## src/rtl/llf_pkg.sv

```systemverilog
// rtl/llf_pkg.sv - shared helpers and FSM encoding for the linked-list multi-queue FIFO
package llf_pkg;

  // Bits needed to represent x (at least 1).
  function automatic int log2(input int x);
    int r;
    int v;
    r = 0;
    v = x;
    while (v > 0) begin
      r++;
      v = v >> 1;
    end
    if (r == 0) r = 1;
    return r;
  endfunction

  // Width of one occupancy count slice: must hold the value DEPTH.
  function automatic int count_width(input int depth);
    return log2(depth - 1) + 1;
  endfunction

  typedef enum logic [0:0] {
    ST_INIT = 1'b0,
    ST_RUN  = 1'b1
  } llf_state_e;

endpackage

```

## src/rtl/linked_list_multi_fifo_if.sv

```systemverilog
// rtl/linked_list_multi_fifo_if.sv - push/pop/status bundle of the linked-list multi-queue FIFO
interface linked_list_multi_fifo_if
  import llf_pkg::*;
#(
  parameter int WIDTH      = 8,
  parameter int DEPTH      = 32,
  parameter int FIFOS      = 8,
  parameter int LOG2_FIFOS = log2(FIFOS - 1),
  parameter int LOG2_DEPTH = log2(DEPTH - 1)
) ();

  logic                              push;
  logic [LOG2_FIFOS-1:0]             push_fifo;
  logic [WIDTH-1:0]                  d;
  logic                              push_ok;
  logic                              pop;
  logic [LOG2_FIFOS-1:0]             pop_fifo;
  logic                              pop_ok;
  logic [WIDTH-1:0]                  q;
  logic                              q_valid;
  logic                              ready;
  logic [FIFOS-1:0]                  empty;
  logic [FIFOS*(LOG2_DEPTH+1)-1:0]   count;
  logic [LOG2_DEPTH:0]               free_count;
  logic                              full;
  logic                              almost_full;
  logic                              err;

  modport master (
    output push, push_fifo, d, pop, pop_fifo,
    input  push_ok, pop_ok, q, q_valid, ready, empty, count, free_count, full, almost_full, err
  );

  modport slave (
    input  push, push_fifo, d, pop, pop_fifo,
    output push_ok, pop_ok, q, q_valid, ready, empty, count, free_count, full, almost_full, err
  );

endinterface

```

## src/rtl/llf_ram.sv

```systemverilog
// rtl/llf_ram.sv - 1W/1R storage array, synchronous read-before-write or asynchronous read
module llf_ram #(
  parameter int WIDTH     = 8,
  parameter int DEPTH     = 32,
  parameter int AW        = 5,
  parameter bit SYNC_READ = 1'b1
) (
  input  logic             clk,
  input  logic             rst,
  input  logic             we,
  input  logic [AW-1:0]    waddr,
  input  logic [WIDTH-1:0] wdata,
  input  logic             re,
  input  logic [AW-1:0]    raddr,
  output logic [WIDTH-1:0] rdata
);

  logic [WIDTH-1:0] r_mem [DEPTH];

  always_ff @(posedge clk) begin
    if (we) r_mem[waddr] <= wdata;
  end

  generate
    if (SYNC_READ) begin : g_sync
      // Non-blocking read of the same cell being written yields the old contents.
      always_ff @(posedge clk or posedge rst) begin
        if (rst)     rdata <= '0;
        else if (re) rdata <= r_mem[raddr];
      end
    end else begin : g_async
      logic w_unused;
      assign rdata    = r_mem[raddr];
      assign w_unused = ^{re, rst};
    end
  endgenerate

endmodule

```

## src/rtl/linked_list_multi_fifo.sv

```systemverilog
// rtl/linked_list_multi_fifo.sv - FIFOS queues sharing one linked-list RAM; LLF_ERR_CHECK_EN builds the sticky err flag
module linked_list_multi_fifo
  import llf_pkg::*;
#(
  parameter int WIDTH      = 8,
  parameter int DEPTH      = 32,
  parameter int FIFOS      = 8,
  parameter int AFULL      = 2,
  parameter int LOG2_FIFOS = log2(FIFOS - 1),
  parameter int LOG2_DEPTH = log2(DEPTH - 1)
) (
  input logic                     clk,
  input logic                     rst,
  linked_list_multi_fifo_if.slave bus
);

  localparam int CW = count_width(DEPTH);
  localparam logic [0:0] S_INIT = ST_INIT;
  localparam logic [0:0] S_RUN  = ST_RUN;

  typedef logic [LOG2_DEPTH-1:0] ptr_t;
  typedef logic [CW-1:0]         cnt_t;
  typedef logic [LOG2_FIFOS-1:0] fsel_t;

  logic [0:0] r_state;
  ptr_t       r_init_cnt;
  ptr_t       r_head [FIFOS];
  ptr_t       r_tail [FIFOS];
  cnt_t       r_cnt  [FIFOS];
  ptr_t       r_free_head;
  cnt_t       r_free_count;
  logic       r_q_valid;

  logic w_ready, w_pop_ok, w_push_ok, w_push_cnt_nz, w_same_single;
  ptr_t w_h, w_n, w_link_rdata, w_link_waddr, w_link_wdata;
  logic w_link_we;

  assign w_ready       = (r_state == S_RUN);
  assign w_pop_ok      = w_ready & bus.pop & (r_cnt[bus.pop_fifo] != '0);
  assign w_push_ok     = w_ready & bus.push & ((r_free_count != '0) | w_pop_ok);
  assign w_h           = r_head[bus.pop_fifo];
  // A simultaneous pop donates its entry to the push, bypassing the free list.
  assign w_n           = w_pop_ok ? w_h : r_free_head;
  assign w_push_cnt_nz = (r_cnt[bus.push_fifo] != '0);
  assign w_same_single = w_pop_ok & (bus.pop_fifo == bus.push_fifo) & (r_cnt[bus.push_fifo] == cnt_t'(1));

  always_comb begin
    w_link_we    = 1'b0;
    w_link_waddr = r_init_cnt;
    w_link_wdata = ptr_t'(r_init_cnt + 1'b1);
    if (!w_ready) begin
      w_link_we = 1'b1;
    end else if (w_pop_ok & !w_push_ok) begin
      w_link_we    = 1'b1;
      w_link_waddr = w_h;
      w_link_wdata = r_free_head;
    end else if (w_push_ok & w_push_cnt_nz) begin
      w_link_we    = 1'b1;
      w_link_waddr = r_tail[bus.push_fifo];
      w_link_wdata = w_n;
    end
  end

  llf_ram #(.WIDTH(LOG2_DEPTH), .DEPTH(DEPTH), .AW(LOG2_DEPTH), .SYNC_READ(1'b0)) u_link (
    .clk(clk), .rst(rst), .we(w_link_we), .waddr(w_link_waddr), .wdata(w_link_wdata),
    .re(1'b0), .raddr(w_n), .rdata(w_link_rdata)
  );

  llf_ram #(.WIDTH(WIDTH), .DEPTH(DEPTH), .AW(LOG2_DEPTH), .SYNC_READ(1'b1)) u_data (
    .clk(clk), .rst(rst), .we(w_push_ok), .waddr(w_n), .wdata(bus.d),
    .re(w_pop_ok), .raddr(w_h), .rdata(bus.q)
  );

  always_ff @(posedge clk or posedge rst) begin
    if (rst) begin
      r_state      <= S_INIT;
      r_init_cnt   <= '0;
      r_free_head  <= '0;
      r_free_count <= '0;
      r_q_valid    <= 1'b0;
      for (int f = 0; f < FIFOS; f++) begin
        r_head[f] <= '0;
        r_tail[f] <= '0;
        r_cnt[f]  <= '0;
      end
    end else begin
      r_q_valid <= w_pop_ok;
      if (!w_ready) begin
        r_init_cnt <= r_init_cnt + 1'b1;
        if (r_init_cnt == ptr_t'(DEPTH - 1)) begin
          r_state      <= S_RUN;
          r_free_head  <= '0;
          r_free_count <= cnt_t'(DEPTH);
        end
      end else begin
        for (int f = 0; f < FIFOS; f++) begin
          r_cnt[f] <= r_cnt[f]
                    + cnt_t'(w_push_ok && (bus.push_fifo == fsel_t'(f)))
                    - cnt_t'(w_pop_ok && (bus.pop_fifo == fsel_t'(f)));
        end
        if (w_pop_ok) r_head[bus.pop_fifo] <= w_link_rdata;
        if (w_push_ok) begin
          // Must follow the pop update so a single-entry same-queue bypass keeps head on h.
          if (!w_push_cnt_nz || w_same_single) r_head[bus.push_fifo] <= w_n;
          r_tail[bus.push_fifo] <= w_n;
        end
        if (w_push_ok & !w_pop_ok) begin
          r_free_head  <= w_link_rdata;
          r_free_count <= r_free_count - 1'b1;
        end else if (w_pop_ok & !w_push_ok) begin
          r_free_head  <= w_h;
          r_free_count <= r_free_count + 1'b1;
        end
      end
    end
  end

  always_comb begin
    bus.empty = '0;
    bus.count = '0;
    for (int f = 0; f < FIFOS; f++) begin
      bus.empty[f]           = (r_cnt[f] == '0);
      bus.count[f*CW +: CW]  = r_cnt[f];
    end
  end

  assign bus.push_ok     = w_push_ok;
  assign bus.pop_ok      = w_pop_ok;
  assign bus.q_valid     = r_q_valid;
  assign bus.ready       = w_ready;
  assign bus.free_count  = r_free_count;
  assign bus.full        = (r_free_count == '0);
  assign bus.almost_full = (32'(r_free_count) < AFULL);

`ifdef LLF_ERR_CHECK_EN
  logic r_err;
  logic w_err_evt;

  assign w_err_evt = ((bus.push | bus.pop) & !w_ready)
                   | (w_ready & bus.push & (r_free_count == '0) & !w_pop_ok)
                   | (w_ready & bus.pop & (r_cnt[bus.pop_fifo] == '0));

  always_ff @(posedge clk or posedge rst) begin
    if (rst)            r_err <= 1'b0;
    else if (w_err_evt) r_err <= 1'b1;
  end

  assign bus.err = r_err;
`else
  assign bus.err = 1'b0;
`endif

endmodule

```

## src/flat_wrapper.sv

```systemverilog
// flat-port wrapper written by rule: the top's interface ports become plain ports
module linked_list_multi_fifo_flat import llf_pkg::*;
#(
  parameter int WIDTH      = 8,
  parameter int DEPTH      = 32,
  parameter int FIFOS      = 8,
  parameter int AFULL      = 2,
  parameter int LOG2_FIFOS = log2(FIFOS - 1),
  parameter int LOG2_DEPTH = log2(DEPTH - 1)
)
  (clk, rst, bus_push, bus_push_fifo, bus_d, bus_pop, bus_pop_fifo, bus_push_ok, bus_pop_ok, bus_q, bus_q_valid, bus_ready, bus_empty, bus_count, bus_free_count, bus_full, bus_almost_full, bus_err);
  linked_list_multi_fifo_if #(.WIDTH(WIDTH), .DEPTH(DEPTH), .FIFOS(FIFOS), .LOG2_FIFOS(LOG2_FIFOS), .LOG2_DEPTH(LOG2_DEPTH)) bus_i ();
  input logic clk;
  input logic rst;
  input wire logic [$bits(bus_i.push)-1:0] bus_push;
  input wire logic [$bits(bus_i.push_fifo)-1:0] bus_push_fifo;
  input wire logic [$bits(bus_i.d)-1:0] bus_d;
  input wire logic [$bits(bus_i.pop)-1:0] bus_pop;
  input wire logic [$bits(bus_i.pop_fifo)-1:0] bus_pop_fifo;
  output wire logic [$bits(bus_i.push_ok)-1:0] bus_push_ok;
  output wire logic [$bits(bus_i.pop_ok)-1:0] bus_pop_ok;
  output wire logic [$bits(bus_i.q)-1:0] bus_q;
  output wire logic [$bits(bus_i.q_valid)-1:0] bus_q_valid;
  output wire logic [$bits(bus_i.ready)-1:0] bus_ready;
  output wire logic [$bits(bus_i.empty)-1:0] bus_empty;
  output wire logic [$bits(bus_i.count)-1:0] bus_count;
  output wire logic [$bits(bus_i.free_count)-1:0] bus_free_count;
  output wire logic [$bits(bus_i.full)-1:0] bus_full;
  output wire logic [$bits(bus_i.almost_full)-1:0] bus_almost_full;
  output wire logic [$bits(bus_i.err)-1:0] bus_err;
  assign bus_i.push = bus_push;
  assign bus_i.push_fifo = bus_push_fifo;
  assign bus_i.d = bus_d;
  assign bus_i.pop = bus_pop;
  assign bus_i.pop_fifo = bus_pop_fifo;
  assign bus_push_ok = bus_i.push_ok;
  assign bus_pop_ok = bus_i.pop_ok;
  assign bus_q = bus_i.q;
  assign bus_q_valid = bus_i.q_valid;
  assign bus_ready = bus_i.ready;
  assign bus_empty = bus_i.empty;
  assign bus_count = bus_i.count;
  assign bus_free_count = bus_i.free_count;
  assign bus_full = bus_i.full;
  assign bus_almost_full = bus_i.almost_full;
  assign bus_err = bus_i.err;
  linked_list_multi_fifo #(.WIDTH(WIDTH), .DEPTH(DEPTH), .FIFOS(FIFOS), .AFULL(AFULL), .LOG2_FIFOS(LOG2_FIFOS), .LOG2_DEPTH(LOG2_DEPTH)) u_core (.clk(clk), .rst(rst), .bus(bus_i));
endmodule
```

## config.mk

```make
export PLATFORM = sky130hd
export DESIGN_NAME = linked_list_multi_fifo_flat
export DESIGN_NICKNAME = d
export VERILOG_FILES = /design/src/rtl/llf_pkg.sv /design/src/rtl/linked_list_multi_fifo_if.sv /design/src/rtl/llf_ram.sv /design/src/rtl/linked_list_multi_fifo.sv /design/src/flat_wrapper.sv
export SDC_FILE = /design/constraint.sdc
export NUM_CORES = 1
export LEC_CHECK = 0
export BUFFER_PORTS_ARGS = -buffer_cell sky130_fd_sc_hd__buf_2
export CORE_MARGIN = 2
export CORE_UTILIZATION = 40
export CTS_CLUSTER_DIAMETER = 30
export CTS_CLUSTER_SIZE = 24
export DETAILED_ROUTE_END_ITERATION = 16
export GPL_TIMING_DRIVEN = 0
export MAX_ROUTING_LAYER = met4
export PLACE_DENSITY = 0.66
export RECOVER_POWER = 100
export SETUP_SLACK_MARGIN = 0.1
export SYNTH_ARGS = -nofsm -noshare
export SYNTH_HDL_FRONTEND = slang
export SYNTH_SLANG_ARGS = --single-unit
```

## constraint.sdc

```tcl
create_clock -name clk -period 12 [get_ports clk]
set_input_delay 2.4 -clock clk [delete_from_list [all_inputs] [get_ports clk]]
set_output_delay 2.4 -clock clk [all_outputs]
set_load 0.01 [all_outputs]
```

==> metrics.md, run 1 <==
| Metric | Value |
|---|---|
| Status | complete, but fails checks |
| Dominant synthesized flop cell | edfxtp_1 |
| Setup WS post-layout | 2.38 ns |
| Fin nets | 2666 |
| Final-report hold violation count | 0 |
| Startpoint Class | input port |
| Most common cell in the netlist | nand2_1 |
| Crit path required time | 12.40 ns |
| Setup Crit Path Kind | input port to register |
| Clock Tree Buf Depth | 3 |
| Leak Pwr | 12.3 nW |
| Worst hold path stage count | 2 |
| Synthesized cell area | 27100 µm² |
| Power Total | 9.30 mW |
| Clock Sinks | 570 |
| Worst reg2reg setup slack | 4.41 ns |
| Minimum clock period | 9.62 ns |
| Max Transition Viols Final | 382 |
| Count of cell types in the netlist | 90 |
| Hpwl dp | 58400 µm |
| Area share of the largest cell type after synthesis | 0.460 |
| Post-synthesis area per instance | 11.5 µm² |
| FMAX | 104 MHz |
| Violated checks | capacitance limit, slew limit |
| Yosys top cell by area | edfxtp_1 |
| Share of cells above drive strength 1 | 0.110 |
| Crit Path Max Fanout | 10 |
| CTS Hold Bufs | 0 |
| CTS H-tree lvls | 3 |
| Worst-margin pin slew | 2.93 ns |
| Iteration-0 DRC Markers | 2154 |
| Drt via density | 5.75 |
| Drt total wl | 83700 µm |
| Clock transition at path regs | 0.04 ns |
| Seq/Total Area, Yosys | 0.602 |
| Antenna fix cells | 0 |
| Final GP Congestion | 0.934 |
| PD cells | 286 nW/µm² |
| Die footprint | 70000 µm² |
| VDD IR max | 0.149 mV |
| Synth warnings | 0 |
| R2R cell count | 14 |
| Final setup violation count | 0 |
| Initial Utilization | 0.404 |
| Drt drc | 0 |
| Max-cap violation count | 15 |
| Area growth syn-to-layout | 19.6% |
| Crit path arrival time | 10.02 ns |
| Slew HR | -0.961 |
| Resized cells post-CTS | 0 |
| Syn Nets | 2452 |
| Die W | 265 µm |
| Mapped Cells | 2357 |
| Initial antenna violation count | 0 |
| Number of synthesized flops with an enable pin | 416 |
| Initial DRT Pass Iterations | 6 |
| Core area | 67200 µm² |
| Number of port buffers | 91 |
| Worst clock skew | 0.0429 ns |
| Hold WS | 0.474 ns |
| Mean routed wirelength per cell | 23.6 µm |
| Global-route wire length before repair | 125000 µm |
| Clock root buffer | clkbuf_16 |
| Fin Setup TNS | 0 ns |
| I/O Pins | 95 |
| Async set-reset flop share out of synthesis | 0.270 |
| Overflow after GRT | 0 |
| Commonest cells post-synth | nand2_1 (440), edfxtp_1 (416), nor2_1 (175) |
| Die height | 265 µm |
| CTS tree | yes |
| Synth top area cells | edfxtp_1 (46%), dfrtp_1 (14%), nand2_1 (6.1%) |
| Largest net degree at the start of global routing | 100 |
| DP Worst Slack | 4.22 ns |
| Final Cycle Share | 0.802 |
| Vias | 20400 |
| Vias in the first global route | 19900 |
| FF+latch count, synth | 570 |
| Unrepaired setup endpoints after global routing | no |
| Post-CTS setup buffers | 0 |
| Crit. End Element | register |
| Row count | 95 |
| Clock latency at the later pin of the worst-skew pair | 0.68 ns |
| GRT Util Overall | 0.244 |
| Hold WC Path Type | register to register |
| Cts bufs inserted | 116 |
| Routed Antenna Nets | 0 |
==> layer usage <==
metal  part of all wire  global-route usage  vias to the layer above
met2               0.47               0.381                      983
met5                  0                   -                        -
met4              0.030              0.0855                        0
li1                   -                   -                     9125
met3              0.082              0.0439                      179
met1               0.42               0.323                    10100
==> metrics by stage <==
stage	area (µm²)	cells	util
global route	32500	3544	0.484
CTS	32800	3543	0.489
floorplan	27100	2357	-
global placement	28700	3321	0.427
finish	32500	3544	0.484
detailed placement	28800	3325	0.429
==> sequential cells by signal (all words and copies together), names as in the netlist <==
register,count
u_core.bus.count,48
u_core.u_link.r_mem,160
u_core.r_free_head,5
u_core.r_head,40
u_core.bus.q_valid,1
u_core.bus.free_count,6
u_core.u_data.r_mem,256
u_core.r_tail,40
u_core.bus.ready,1
u_core.u_data.rdata,8
u_core.r_init_cnt,5
==> cells in the final DEF (no fill, tap or decap), drive strengths merged, types with 9 or more instances in the layout <==
cell type	netlist	routed
dfrtp	154	154
o211ai	20	20
clkbuf	102	334
mux2i	71	71
mux2	18	18
a21o	10	10
a311oi	60	60
nand2	440	440
nor3	33	33
o21ai	124	124
edfxtp	416	416
a21oi	105	105
ha	69	69
and3	37	37
o21bai	10	10
buf	42	38
o221ai	10	10
o22ai	25	25
a31oi	35	35
or3	10	10
nor2	175	175
nand3	90	90
xnor2	32	32
a22oi	14	14
inv	89	99
clkinv	4	47
clkinvlp	0	18
xor2	9	9
bufinv	0	15
mux4	26	26
nand4b	9	9
==> path summary, 6_finish.rpt <==
check	start	to
worst min register to register	u_core.r_tail[0]	u_core.r_tail[0]
min in group asynchronous	rst	u_core.bus.count[26]
worst max-delay path	bus_pop_fifo[0]	u_core.r_head[16]
worst max register to register	u_core.bus.ready	u_core.r_head[16]
worst min-delay path	u_core.r_tail[0]	u_core.r_tail[0]
max in group asynchronous	rst	u_core.bus.count[8]
==> power breakdown <==
| group | leakage, nW | internal (mW) | total [mW] | switching, mW |
|---|---|---|---|---|
| Combinational | 4.76 | 1.10 | 3.33 | 2.23 |
| Clock | 1.93 | 2.14 | 3.23 | 1.09 |
| Sequential | 5.63 | 2.50 | 2.74 | 0.242 |
| Total | 12.3 | 5.74 | 9.30 | 3.56 |
==> worst max-delay path, cell delays in order <==
cell      delay (ns)
clkbuf_1        0.23
clkbuf_1        0.79
mux4_2          0.67
mux2i_1         1.27
o221ai_1        0.97
o21ai_4         0.46
buf_8           0.24
buf_6           0.20
mux2i_1         0.26
o22ai_1         0.09
a211o_1         0.35
nor4_1          1.82
a31oi_1         0.22
==> cell type report <==
class | count | area, µm²
fillers | 5956 | 34700
flip-flops and latches | 570 | 16300
repair buffers | 96 | 399
well taps | 873 | 1090
clock inverters | 86 | 976
clock buffers | 132 | 3030
multi-input cells | 1550 | 9660
inverters | 93 | 350
plain buffers | 144 | 616
==> cells by family after synthesis <==
group                      count (synthesis)  share of synthesized area
AOI/OAI and AO/OA                        463                      0.115
DFF                                      570                      0.602
muxes                                    115                     0.0558
and+or+nand+nor                          853                      0.140
buffers and inverters                    237                     0.0365
other                                      1                   0.000138
adders and majority gates                 77                     0.0377
xor gates and xnor gates                  41                     0.0132
Note: power is estimated with default switching activity, not from simulation.
==> run 2: changes to the inputs <==
--- a/config.mk
+++ b/config.mk
@@ -5,6 +5,7 @@
 export SDC_FILE = /design/constraint.sdc
 export NUM_CORES = 1
 export LEC_CHECK = 0
+export ABC_AREA = 1
 export BUFFER_PORTS_ARGS = -buffer_cell sky130_fd_sc_hd__buf_2
 export CORE_MARGIN = 2
 export CORE_UTILIZATION = 40
@@ -13,7 +14,7 @@
 export DETAILED_ROUTE_END_ITERATION = 16
 export GPL_TIMING_DRIVEN = 0
 export MAX_ROUTING_LAYER = met4
-export PLACE_DENSITY = 0.66
+export PLACE_DENSITY = 0.69
 export RECOVER_POWER = 100
 export SETUP_SLACK_MARGIN = 0.1
 export SYNTH_ARGS = -nofsm -noshare
==> constraint.sdc (replaced) <==
create_clock -name clk -period 8.7 [get_ports clk]
set_input_delay 1.74 -clock clk [delete_from_list [all_inputs] [get_ports clk]]
set_output_delay 1.74 -clock clk [all_outputs]
set_load 0.01 [all_outputs]
==> metrics.md, run 2 <==
| Metric | Value |
|---|---|
| Status | complete, but fails checks (unchanged) |
| Violated checks | capacitance limit, slew limit (unchanged) |
| Vias in the first global route | 21200 (was 19900) |
| Worst Hold Path EP | u_core.r_tail[31] (was u_core.r_tail[0]) |
| Synth top area cells | edfxtp_1 (46%), dfrtp_1 (14%), nand2_1 (11%) (was edfxtp_1 (46%), dfrtp_1 (14%), nand2_1 (6.1%)) |
| Die W | 265 µm (about the same) |
| Clock transition at path regs | 0.05 ns (was 0.04 ns) |
| Crit Path Max Fanout | 11 (was 10) |
| Core area | 67300 µm² (was 67200 µm²) |
| Unrepaired setup endpoints after global routing | no (unchanged) |
| Clock latency at the later pin of the worst-skew pair | 0.67 ns (was 0.68 ns) |
| Hold Path Origin | u_core.r_tail[31] (was u_core.r_tail[0]) |
| Most flops, register | u_core.u_data.r_mem (unchanged) |
| R2R cell count | 16 (was 14) |
| Async set-reset flop share out of synthesis | 0.270 (unchanged) |
| Row count | 95 (unchanged) |
| Die height | 265 µm (about the same) |
| Multi-input logic area | 9500 µm² (was 9660 µm²) |
| Area share of the largest cell type after synthesis | 0.459 (was 0.460) |
| Slew HR | -1.43 (was -0.961) |
| CP cell instances | clkbuf_1 -> inv_1 -> nor2_1 -> clkbuf_1 -> nand2_1 -> nand2_1 -> nor2_1 -> nand3_1 -> nand3_1 -> clkbuf_1 -> inv_1 -> o21ai_0 -> clkinv_1 -> buf_2 -> clkbuf_1 (was clkbuf_1 -> clkbuf_1 -> mux4_2 -> mux2i_1 -> o221ai_1 -> o21ai_4 -> buf_8 -> buf_6 -> mux2i_1 -> o22ai_1 -> a211o_1 -> nor4_1 -> a31oi_1) |
| Largest register FFs | 256 (unchanged) |
| Dominant synthesized flop cell | edfxtp_1 (unchanged) |
| Fin area | 32400 µm² (was 32500 µm²) |
| Commonest cells post-synth | nand2_1 (819), edfxtp_1 (416), o21ai_0 (299) (was nand2_1 (440), edfxtp_1 (416), nor2_1 (175)) |
| Leak Pwr | 13.1 nW (was 12.3 nW) |
| Power Total | 11.4 mW (was 9.30 mW) |
| Worst reg2reg setup slack | 2.72 ns (was 4.41 ns) |
| Final setup violation count | 0 (unchanged) |
| Post-DP Area | 28900 µm² (was 28800 µm²) |
| CTS H-tree lvls | 3 (unchanged) |
| Filler cells | 6141 (was 5956) |
| Resized cells post-CTS | 0 (unchanged) |
| FF+latch count, synth | 570 (unchanged) |
| Crit path arrival time | 5.57 ns (was 10.02 ns) |
| Final Cycle Share | 0.840 |
| R2r startpoint | u_core.bus.count[12] (was u_core.bus.ready) |
| Final-report hold violation count | 0 (unchanged) |
| Worst-margin pin slew | 3.62 ns (was 2.93 ns) |
| Drt drc | 0 (unchanged) |
| Max-cap violation count | 12 (was 15) |
| Worst hold path stage count | 2 (unchanged) |
| Synth warnings | 0 (unchanged) |
| Synthesized cell area | 27200 µm² (was 27100 µm²) |
| PD cells | 353 nW/µm² (was 286 nW/µm²) |
| Initial Utilization | 0.404 (about the same) |
| Most common cell in the netlist | nand2_1 (unchanged) |
| CP dominant cell by count | clkbuf_1 |
| Max incr delay on CP | 0.49 ns (was 1.82 ns) |
| Setup Crit Path Kind | input port to output port (was input port to register) |
| Worst clock skew | 0.0509 ns (was 0.0429 ns) |
| Final GP Congestion | 0.949 (was 0.934) |
| Share of cells above drive strength 1 | 0.0830 (was 0.110) |
| Largest net degree at the start of global routing | 81 (was 100) |
| Number of port buffers | 93 (was 91) |
| Cts bufs inserted | 106 (was 116) |
| Crit path required time | 6.96 ns (was 12.40 ns) |
| Commonest cells after routing, fill and taps aside | nand2_1 (825), edfxtp_1 (416), o21ai_0 (303) (was nand2_1 (440), edfxtp_1 (416), clkbuf_1 (212)) |
| Initial antenna violation count | 5 (was 0) |
| Mapped Cells | 2849 (was 2357) |
| VDD IR max | 0.182 mV (was 0.149 mV) |
| Fin nets | 3150 (was 2666) |
| Max Transition Viols Final | 422 (was 382) |
| Clock Tree Buf Depth | 3 (unchanged) |
| Routed Antenna Nets | 0 (unchanged) |
| Number of synthesized flops with an enable pin | 416 (unchanged) |
| Clock Sinks | 570 (unchanged) |
| Clock root buffer | clkbuf_16 (unchanged) |
| Overflow after GRT | 0 (unchanged) |
| Global-route wire length before repair | 120000 µm (was 125000 µm) |
| Seq/Total Area, Yosys | 0.601 (was 0.602) |
| Top cell family by delay on the critical path | buffers and inverters (was multiplexers) |
| Hold WC Path Type | register to register (unchanged) |
| Syn Nets | 2944 (was 2452) |
| GRT Util Overall | 0.229 (was 0.244) |
| Leading cell type in the layout, fill and taps excluded | nand2_1 (unchanged) |
| Register area | 16300 µm² (unchanged) |
| Initial DRT Pass Iterations | 6 (unchanged) |
| Area growth syn-to-layout | 19.1% (was 19.6%) |
| Count of cell types in the netlist | 48 (was 90) |
| Yosys top cell by area | edfxtp_1 (unchanged) |
| Hpwl dp | 52700 µm (was 58400 µm) |
| FMAX | 137 MHz |
| Startpoint Class | input port (unchanged) |
| Mean routed wirelength per cell | 19.6 µm (was 23.6 µm) |
| Crit. End Element | output port (was register) |
| Post-CTS setup buffers | 0 (unchanged) |
| Buf+Inv Stages, Crit Path | 8 (was 4) |
| Iteration-0 DRC Markers | 2715 (was 2154) |
| CTS tree | yes (unchanged) |
| Reg2reg end | u_core.u_link.r_mem[27][3] (was u_core.r_head[16]) |
| Drt total wl | 79000 µm (was 83700 µm) |
| Drt via density | 5.48 (was 5.75) |
| Fin Setup TNS | 0 ns (unchanged) |
| CTS Hold Bufs | 0 (unchanged) |
| Vias | 22100 (was 20400) |
| Minimum clock period | 7.31 ns |
| Slowest cell on crit path | clkbuf_1 (was nor4_1) |
| Die footprint | 70100 µm² (was 70000 µm²) |
| Post-synthesis area per instance | 9.54 µm² (was 11.5 µm²) |
| I/O Pins | 95 (unchanged) |
## run 2: changes by cell type in the layout (fill, tap and decap cells not counted), moves of 58 or more
cell	before	now
inv_1	87	153
nand2_1	440	825
nor2_1	175	282
o21ai_0	119	303
mux2i_1	70	0
a311oi_1	58	0
## run 2: how the worst max path moves through the flow
stage / cells past startpoint / end / slack [ns] / from
global placement: 2 / u_core.u_data.rdata[4] / 0.64 / rst
CTS: 15 / u_core.u_data.r_mem[11][1] / 2.51 / bus_pop_fifo[1]
global route: 18 / u_core.u_link.r_mem[27][2] / 1.12 / bus_pop_fifo[1]
detailed placement: 15 / u_core.u_data.r_mem[11][5] / 1.84 / bus_pop_fifo[1]
floorplan: 1 / u_core.bus.count[0] / 2.81 / rst
finish: 15 / bus_push_ok / 1.39 / bus_pop_fifo[1]
## run 2: metrics by stage
step | instances | setup WS, ns | utilization | hold WS, ns
final | 4024 | 1.39 | 0.481 | 0.480
after global placement | 3815 | 0.636 | 0.427 | 0.467
after CTS | 4019 | 2.51 | 0.485 | 0.485
after global routing | 4024 | 1.12 | 0.481 | 0.501
after floorplan | 2849 | 2.81 | - | 0.453
after detailed placement | 3820 | 1.84 | 0.429 | 0.473
## run 2: layout make-up
type | count | share of cell area
Multi-Input combinational cell | 1939 | 0.293
Sequential cell | 570 | 0.505
Timing Repair Buffer | 98 | 0.0124
Clock inverter | 64 | 0.0256
Tap cell | 873 | 0.0337
Clock buffer | 135 | 0.0896
Antenna cell | 5 | 0.000386
Buffer | 139 | 0.0168
Inverter | 201 | 0.0233
## run 2: cell families (layout without fill, tap and decap cells)
group                    Yosys count  count (layout)  synth area share
AO/OA/AOI/OAI                    562             562             0.118
XOR/XNOR                          20              20           0.00644
adder cells (fa/ha/maj)           77              77            0.0376
buffers and inverters            340             637            0.0483
flip-flops                       570             570             0.601
other                              1               6          0.000138
AND/OR/NAND/NOR                 1279            1279             0.188
## run 2: power by group
group          switching [mW]  total (mW)  internal [mW]
sequential              0.330        3.73           3.40
clock                    1.46        4.23           2.77
combinational            2.40        3.48           1.07
total                    4.20        11.4           7.24
## run 2: layer usage
metal,GRT usage,wire length [µm],vias to the layer above
met1,0.297,32300,10500
met4,0.111,3370,0
met3,0.0348,7300,246
met5,-,0,-
li1,-,-,10200
met2,0.353,36100,1119
## run 2: worst reg2reg max path: stages, from the launching register on
cell and delay (ns):
dfrtp_1 0.42, inv_1 0.17, nand3_1 0.14, nand2_1 0.08
nand2_1 0.06, nor2_1 0.10, nand3_1 0.22, nand3_1 0.49
clkbuf_1 0.49, inv_1 0.37, o21ai_0 0.48, clkinv_1 0.26
nand2_1 0.30, clkbuf_1 0.35, nor2_1 0.13, o22ai_4 0.14
clkbuf_1 1.28
